===== config.mk =====
export PLATFORM = sky130hd
export DESIGN_NAME = secded_dec_engine
export DESIGN_NICKNAME = d
export VERILOG_FILES = /design/src/rtl/secded_pkg.sv /design/src/rtl/secded_dec16.sv /design/src/rtl/secded_dec_engine.sv
export SDC_FILE = /design/constraint.sdc
export NUM_CORES = 1
export LEC_CHECK = 0
export ABC_CLOCK_PERIOD_IN_PS = 3250
export BUFFER_PORTS_ARGS = -buffer_cell sky130_fd_sc_hd__buf_2
export CAP_MARGIN = 10
export CORE_MARGIN = 2
export CORE_UTILIZATION = 60
export DETAILED_ROUTE_END_ITERATION = 10
export GPL_TIMING_DRIVEN = 0
export HOLD_SLACK_MARGIN = 0.1
export PLACE_DENSITY = 0.85
export SLEW_MARGIN = 10
export SYNTH_ARGS = -nofsm -noshare
export SYNTH_HDL_FRONTEND = slang
export SYNTH_SLANG_ARGS = --single-unit

===== constraint.sdc =====
create_clock -name clk -period 3.25 [get_ports clk]
set_input_delay 0.325 -clock clk [delete_from_list [all_inputs] [get_ports clk]]
set_output_delay 0.325 -clock clk [all_outputs]
set_load 0.02 [all_outputs]

===== src/rtl/secded_pkg.sv =====
// Shared types and helpers for the SECDED decode engine: FSM states, word geometry,
// syndrome computation and payload extraction for the 16-bit Hamming word.
package secded_pkg;

  typedef enum logic [2:0] {
    IDLE  = 3'd0,
    RD_LO = 3'd1,
    RD_HI = 3'd2,
    CAP   = 3'd3,
    WR_LO = 3'd4,
    WR_HI = 3'd5,
    DONE  = 3'd6
  } state_t;

  localparam int          WORD_W   = 16;
  localparam int          PAY_W    = 11;
  localparam int          SYN_W    = 4;
  localparam logic [15:0] DBL_FLAG = 16'h8000;

  // XOR of the Hamming position indices whose bit is set; bit 0 (p16) has no index.
  function automatic logic [SYN_W-1:0] syndrome(input logic [WORD_W-1:0] w);
    logic [SYN_W-1:0] s;
    s = 4'd0;
    for (int k = 1; k < WORD_W; k++) begin
      s = s ^ (w[k] ? 4'(k) : 4'd0);
    end
    return s;
  endfunction

  function automatic logic [PAY_W-1:0] extract_payload(input logic [WORD_W-1:0] w);
    return {w[15:9], w[7:5], w[3]};
  endfunction

endpackage


===== src/rtl/secded_dec16.sv =====
// Combinational SECDED decoder for one 16-bit word: corrects single errors,
// flags double errors, and formats the 16-bit result word.
module secded_dec16
  import secded_pkg::*;
(
  input  logic [15:0] w,
  output logic [15:0] result,
  output logic        single,
  output logic        dbl
);

  logic [3:0]  syn_s;
  logic        par_s;
  logic [15:0] fixed_s;

  always_comb begin
    syn_s   = syndrome(w);
    par_s   = ^w;
    fixed_s = w;
    single  = 1'b0;
    dbl     = 1'b0;
    result  = {5'd0, extract_payload(w)};
    if (par_s) begin
      single = 1'b1;
      // A zero syndrome with odd parity means only p16 flipped; payload is intact.
      if (syn_s != 4'd0) begin
        fixed_s[syn_s] = ~w[syn_s];
      end else begin
        fixed_s = w;
      end
      result = {5'd0, extract_payload(fixed_s)};
    end else if (syn_s != 4'd0) begin
      dbl    = 1'b1;
      result = DBL_FLAG | {5'd0, extract_payload(w)};
    end else begin
      result = {5'd0, extract_payload(w)};
    end
  end

endmodule


===== src/rtl/secded_dec_engine.sv =====
// Memory-side engine: reads N_MSG encoded words, decodes each with secded_dec16,
// writes the 16-bit results back byte by byte and pulses done.
module secded_dec_engine
  import secded_pkg::*;
#(
  parameter int SRC_BASE = 64,
  parameter int DST_BASE = 94,
  parameter int N_MSG    = 15,
  parameter int AW       = 8
) (
  input  logic          clk,
  input  logic          reset,
  input  logic          start,
  output logic          done,
  output logic [AW-1:0] mem_addr,
  input  logic [7:0]    mem_rd_data,
  output logic          mem_wr_en,
  output logic [7:0]    mem_wr_data,
  output logic [3:0]    n_single,
  output logic [3:0]    n_double
);

  state_t          state_q, state_d;
  logic [3:0]      index_q, index_d;
  logic [7:0]      lo_q, lo_d;
  logic [7:0]      res_hi_q, res_hi_d;
  logic [3:0]      n_single_q, n_single_d;
  logic [3:0]      n_double_q, n_double_d;
  logic            done_q, done_d;
  logic            wr_en_q, wr_en_d;
  logic [AW-1:0]   addr_q, addr_d;
  logic [7:0]      wr_data_q, wr_data_d;

  logic [15:0]     dec_result_s;
  logic            dec_single_s;
  logic            dec_dbl_s;

  secded_dec16 u_dec (
    .w      ({mem_rd_data, lo_q}),
    .result (dec_result_s),
    .single (dec_single_s),
    .dbl    (dec_dbl_s)
  );

  // Next-state and next-output logic; outputs are registered so they line up with the state.
  always_comb begin
    state_d    = state_q;
    index_d    = index_q;
    lo_d       = lo_q;
    res_hi_d   = res_hi_q;
    n_single_d = n_single_q;
    n_double_d = n_double_q;
    done_d     = 1'b0;
    wr_en_d    = 1'b0;
    addr_d     = addr_q;
    wr_data_d  = wr_data_q;
    case (state_q)
      IDLE: begin
        if (start) begin
          state_d    = RD_LO;
          index_d    = 4'd0;
          n_single_d = 4'd0;
          n_double_d = 4'd0;
          addr_d     = AW'(SRC_BASE);
        end else begin
          state_d = IDLE;
        end
      end
      RD_LO: begin
        state_d = RD_HI;
        addr_d  = AW'(SRC_BASE + 2 * int'(index_q) + 1);
      end
      RD_HI: begin
        state_d = CAP;
        lo_d    = mem_rd_data;
      end
      CAP: begin
        state_d   = WR_LO;
        res_hi_d  = dec_result_s[15:8];
        wr_en_d   = 1'b1;
        addr_d    = AW'(DST_BASE + 2 * int'(index_q));
        wr_data_d = dec_result_s[7:0];
        if (dec_single_s && (n_single_q != 4'd15)) begin
          n_single_d = n_single_q + 4'd1;
        end else begin
          n_single_d = n_single_q;
        end
        if (dec_dbl_s && (n_double_q != 4'd15)) begin
          n_double_d = n_double_q + 4'd1;
        end else begin
          n_double_d = n_double_q;
        end
      end
      WR_LO: begin
        state_d   = WR_HI;
        wr_en_d   = 1'b1;
        addr_d    = AW'(DST_BASE + 2 * int'(index_q) + 1);
        wr_data_d = res_hi_q;
      end
      WR_HI: begin
        if (index_q == 4'(N_MSG - 1)) begin
          state_d = DONE;
          done_d  = 1'b1;
        end else begin
          state_d = RD_LO;
          index_d = index_q + 4'd1;
          addr_d  = AW'(SRC_BASE + 2 * (int'(index_q) + 1));
        end
      end
      DONE: begin
        state_d = IDLE;
      end
      default: begin
        state_d = IDLE;
      end
    endcase
  end

  // State and output registers.
  always_ff @(posedge clk or posedge reset) begin
    if (reset) begin
      state_q    <= IDLE;
      index_q    <= 4'd0;
      lo_q       <= 8'd0;
      res_hi_q   <= 8'd0;
      n_single_q <= 4'd0;
      n_double_q <= 4'd0;
      done_q     <= 1'b0;
      wr_en_q    <= 1'b0;
      addr_q     <= '0;
      wr_data_q  <= 8'd0;
    end else begin
      state_q    <= state_d;
      index_q    <= index_d;
      lo_q       <= lo_d;
      res_hi_q   <= res_hi_d;
      n_single_q <= n_single_d;
      n_double_q <= n_double_d;
      done_q     <= done_d;
      wr_en_q    <= wr_en_d;
      addr_q     <= addr_d;
      wr_data_q  <= wr_data_d;
    end
  end

  assign done        = done_q;
  assign mem_addr    = addr_q;
  assign mem_wr_en   = wr_en_q;
  assign mem_wr_data = wr_data_q;
  assign n_single    = n_single_q;
  assign n_double    = n_double_q;

endmodule

==> qor.txt <==
status: finished, final reports clean
Setup Buffers After CTS: 0
most frequent cells in the layout: dfrtp_1 (44), nand2_1 (41), buf_2 (35)
Synth Register Bits: 44
post-DR wirelength/cell: 15.7 um
Fin Setup TNS: 0 ns
Clk Latency, worst-skew pair: 0.30 ns
chip width: 74.7 um
CTS Buf Count: 5
metal3 WL: 367 um
top routing layer in use: met4
Final nets: 389
Syn-to-layout area delta: 13.1%
Rel. slew slack: 0.463
vias in the first global route: 2590
die extent in y: 74.7 um
crit-path cells: xnor2_1 -> xnor2_1 -> nor4b_1 -> o21ai_0 -> o21ai_0 -> o32a_1
Tmin final: 2.70 ns
max-cap violation count: 0
EDFF count, synth: 0
HPWL after DPL: 5.07 mm
clk root buf: clkbuf_8
Setup Skew: 0.00623 ns
Via density: 6.02
library cells used by synthesis: 52
Via Count: 2657
most common cell after layout, fill and taps aside: dfrtp_1
Synth Area per Inst: 9.05 um2
period utilisation layout: 0.830
Clock Pin Slew Worst Setup and Hold Paths: 0.08 ns
detailed-route wire length: 6.91 mm
clock buffer depth: 2
crit start category: register
Die Area: 5580 um2
Initial Util: 0.630
kind of critical path: register to register
initial antenna violation count: 0
Fin. Hold Viols: 0
DR pass1 iterations: 4
layout cell share with drive strength beyond 1: 0.174
CTS resizes: 0
Post-Syn Area: 3000 um2
largest net degree at the start of global routing: 37
Yosys warning count: 0
FFs w/ async S/R, synth: 1.00
Crit path arrival time: 2.94 ns
routability cong.: 0.923
I/O Pins: 37
cell count after synthesis: 331
RSZ-0062 raised after global routing: no
DR iter-0 viols: 185
port bufs: 33
row count: 25
ys flop type: dfrtp_1
crit-path max cell delay: 0.67 ns
met1 wire length: 2.96 mm
CP Capture Type: register
Max Fclk: 371 MHz
core area: 4750 um2
residual DRC count: 0
DRT antenna net count: 0
CTS tree: done
Crit Path Max Fanout: 5
Slew Limit Fails: 0
type of the worst min-delay path: input port to register
Synth Net Count: 347
Slew @ Worst Pin: 0.805 ns
ant diodes: 0
Clock Sink Count: 44
Setup violations, final: 0
global-route wire length before repair: 11.4 mm
sequential share of the synthesized area: 0.367
GRT Total Usage: 0.264
H-Tree Depth: 2
required time of the critical path: 3.49 ns
slowest CP cell: nor4b_1
WL met2: 3.40 mm
gr ovfl total: 0
-- metrics by stage --
step	utilization	area, um2	hold WS, ns	setup WS, ns	std cells
4_1_cts	0.712	3380	0.284	0.587	441
6_report	0.713	3390	0.289	0.551	441
3_5_place_dp	0.687	3270	0.250	0.609	432
2_1_floorplan	-	3000	0.438	1.05	331
3_3_place_gp	0.683	3250	0.449	0.708	431
5_1_grt	0.713	3390	0.297	0.322	441
-- repair_timing --
action                                 4_1_cts  5_1_grt
endpoints found under the hold margin        8        0
setup endpoints to repair                    0        0
hold buffers                                 1        0
-- critical path, delay by kind of cell, from the launching register on --
kind             cells  cell delay [ns]
AO/OA/AOI/OAI        3             0.60
XOR/XNOR             2             0.90
AND/OR/NAND/NOR      1             0.67
flip-flops           1             0.46
-- cells in the mapped netlist (3+ instances only) --
master,number,area share
ha_1,5,0.021
or4_1,4,0.010
inv_1,11,0.014
or3_1,4,0.0083
nand2_1,41,0.051
a31oi_1,5,0.010
mux2i_1,10,0.033
nor2_1,21,0.026
clkbuf_1,11,0.014
and3_1,3,0.0063
nand3b_1,4,0.010
xnor2_1,26,0.076
dfrtp_1,44,0.37
xnor2_2,7,0.038
mux2_2,7,0.026
a21oi_1,14,0.023
o31ai_1,4,0.010
o21ai_0,31,0.052
o211ai_1,10,0.025
xor2_1,6,0.018
o22ai_1,6,0.013
nand3_1,12,0.020
-- worst paths after layout --
check | from | endpoint | slack [ns] | depth (start not counted)
worst max-delay path | lo_q[3] | mem_wr_data[1] | 0.55 | 6
worst min-delay path | mem_rd_data[0] | lo_q[0] | 0.29 | 2
worst max register to register | lo_q[3] | mem_wr_data[1] | 0.55 | 6
worst min register to register | mem_addr[6] | mem_addr[6] | 0.47 | 1
max in group asynchronous | reset | lo_q[4] | 2.33 | 4
min in group asynchronous | reset | mem_addr[6] | 0.47 | 3
-- sequential cells by signal, indices dropped and copies added, names as in the netlist --
register	flops
lo_q	8
mem_addr	7
n_double	4
state_q	3
n_single	4
mem_wr_en	1
res_hi_q	4
index_q	4
done	1
mem_wr_data	8
-- per-layer routing --
metal / GRT usage / vias to the layer above
met5: 0 / -
met4: 0.103 / 0
met3: 0.0522 / 16
met2: 0.462 / 93
met1: 0.322 / 1276
li1: - / 1272
-- layout make-up --
type | instances | area [um2]
clock inverter | 2 | 35.0
multi-input combinational | 259 | 1790
inverter | 12 | 45.0
clock buffer | 6 | 72.6
timing repair buffer | 35 | 195
sequential | 44 | 1100
tap | 67 | 83.8
buffer | 16 | 66.3
fill | 378 | 1370
-- cell families (layout without fill, tap and decap cells) --
logic type               after synthesis  after routing  synth area share
buffers and inverters                 28             71            0.0372
XOR/XNOR                              43             43             0.157
flip-flops                            44             44             0.367
AO/OA/AOI/OAI                         89             89             0.190
other                                  1              1           0.00125
AND/OR/NAND/NOR                      104            104             0.167
multiplexers                          17             17            0.0597
adder cells (fa/ha/maj)                5              5            0.0209
Power is left out: the tool's default activity adds up to more than one toggle a clock period on the data nets, which glitch-free logic cannot reach.
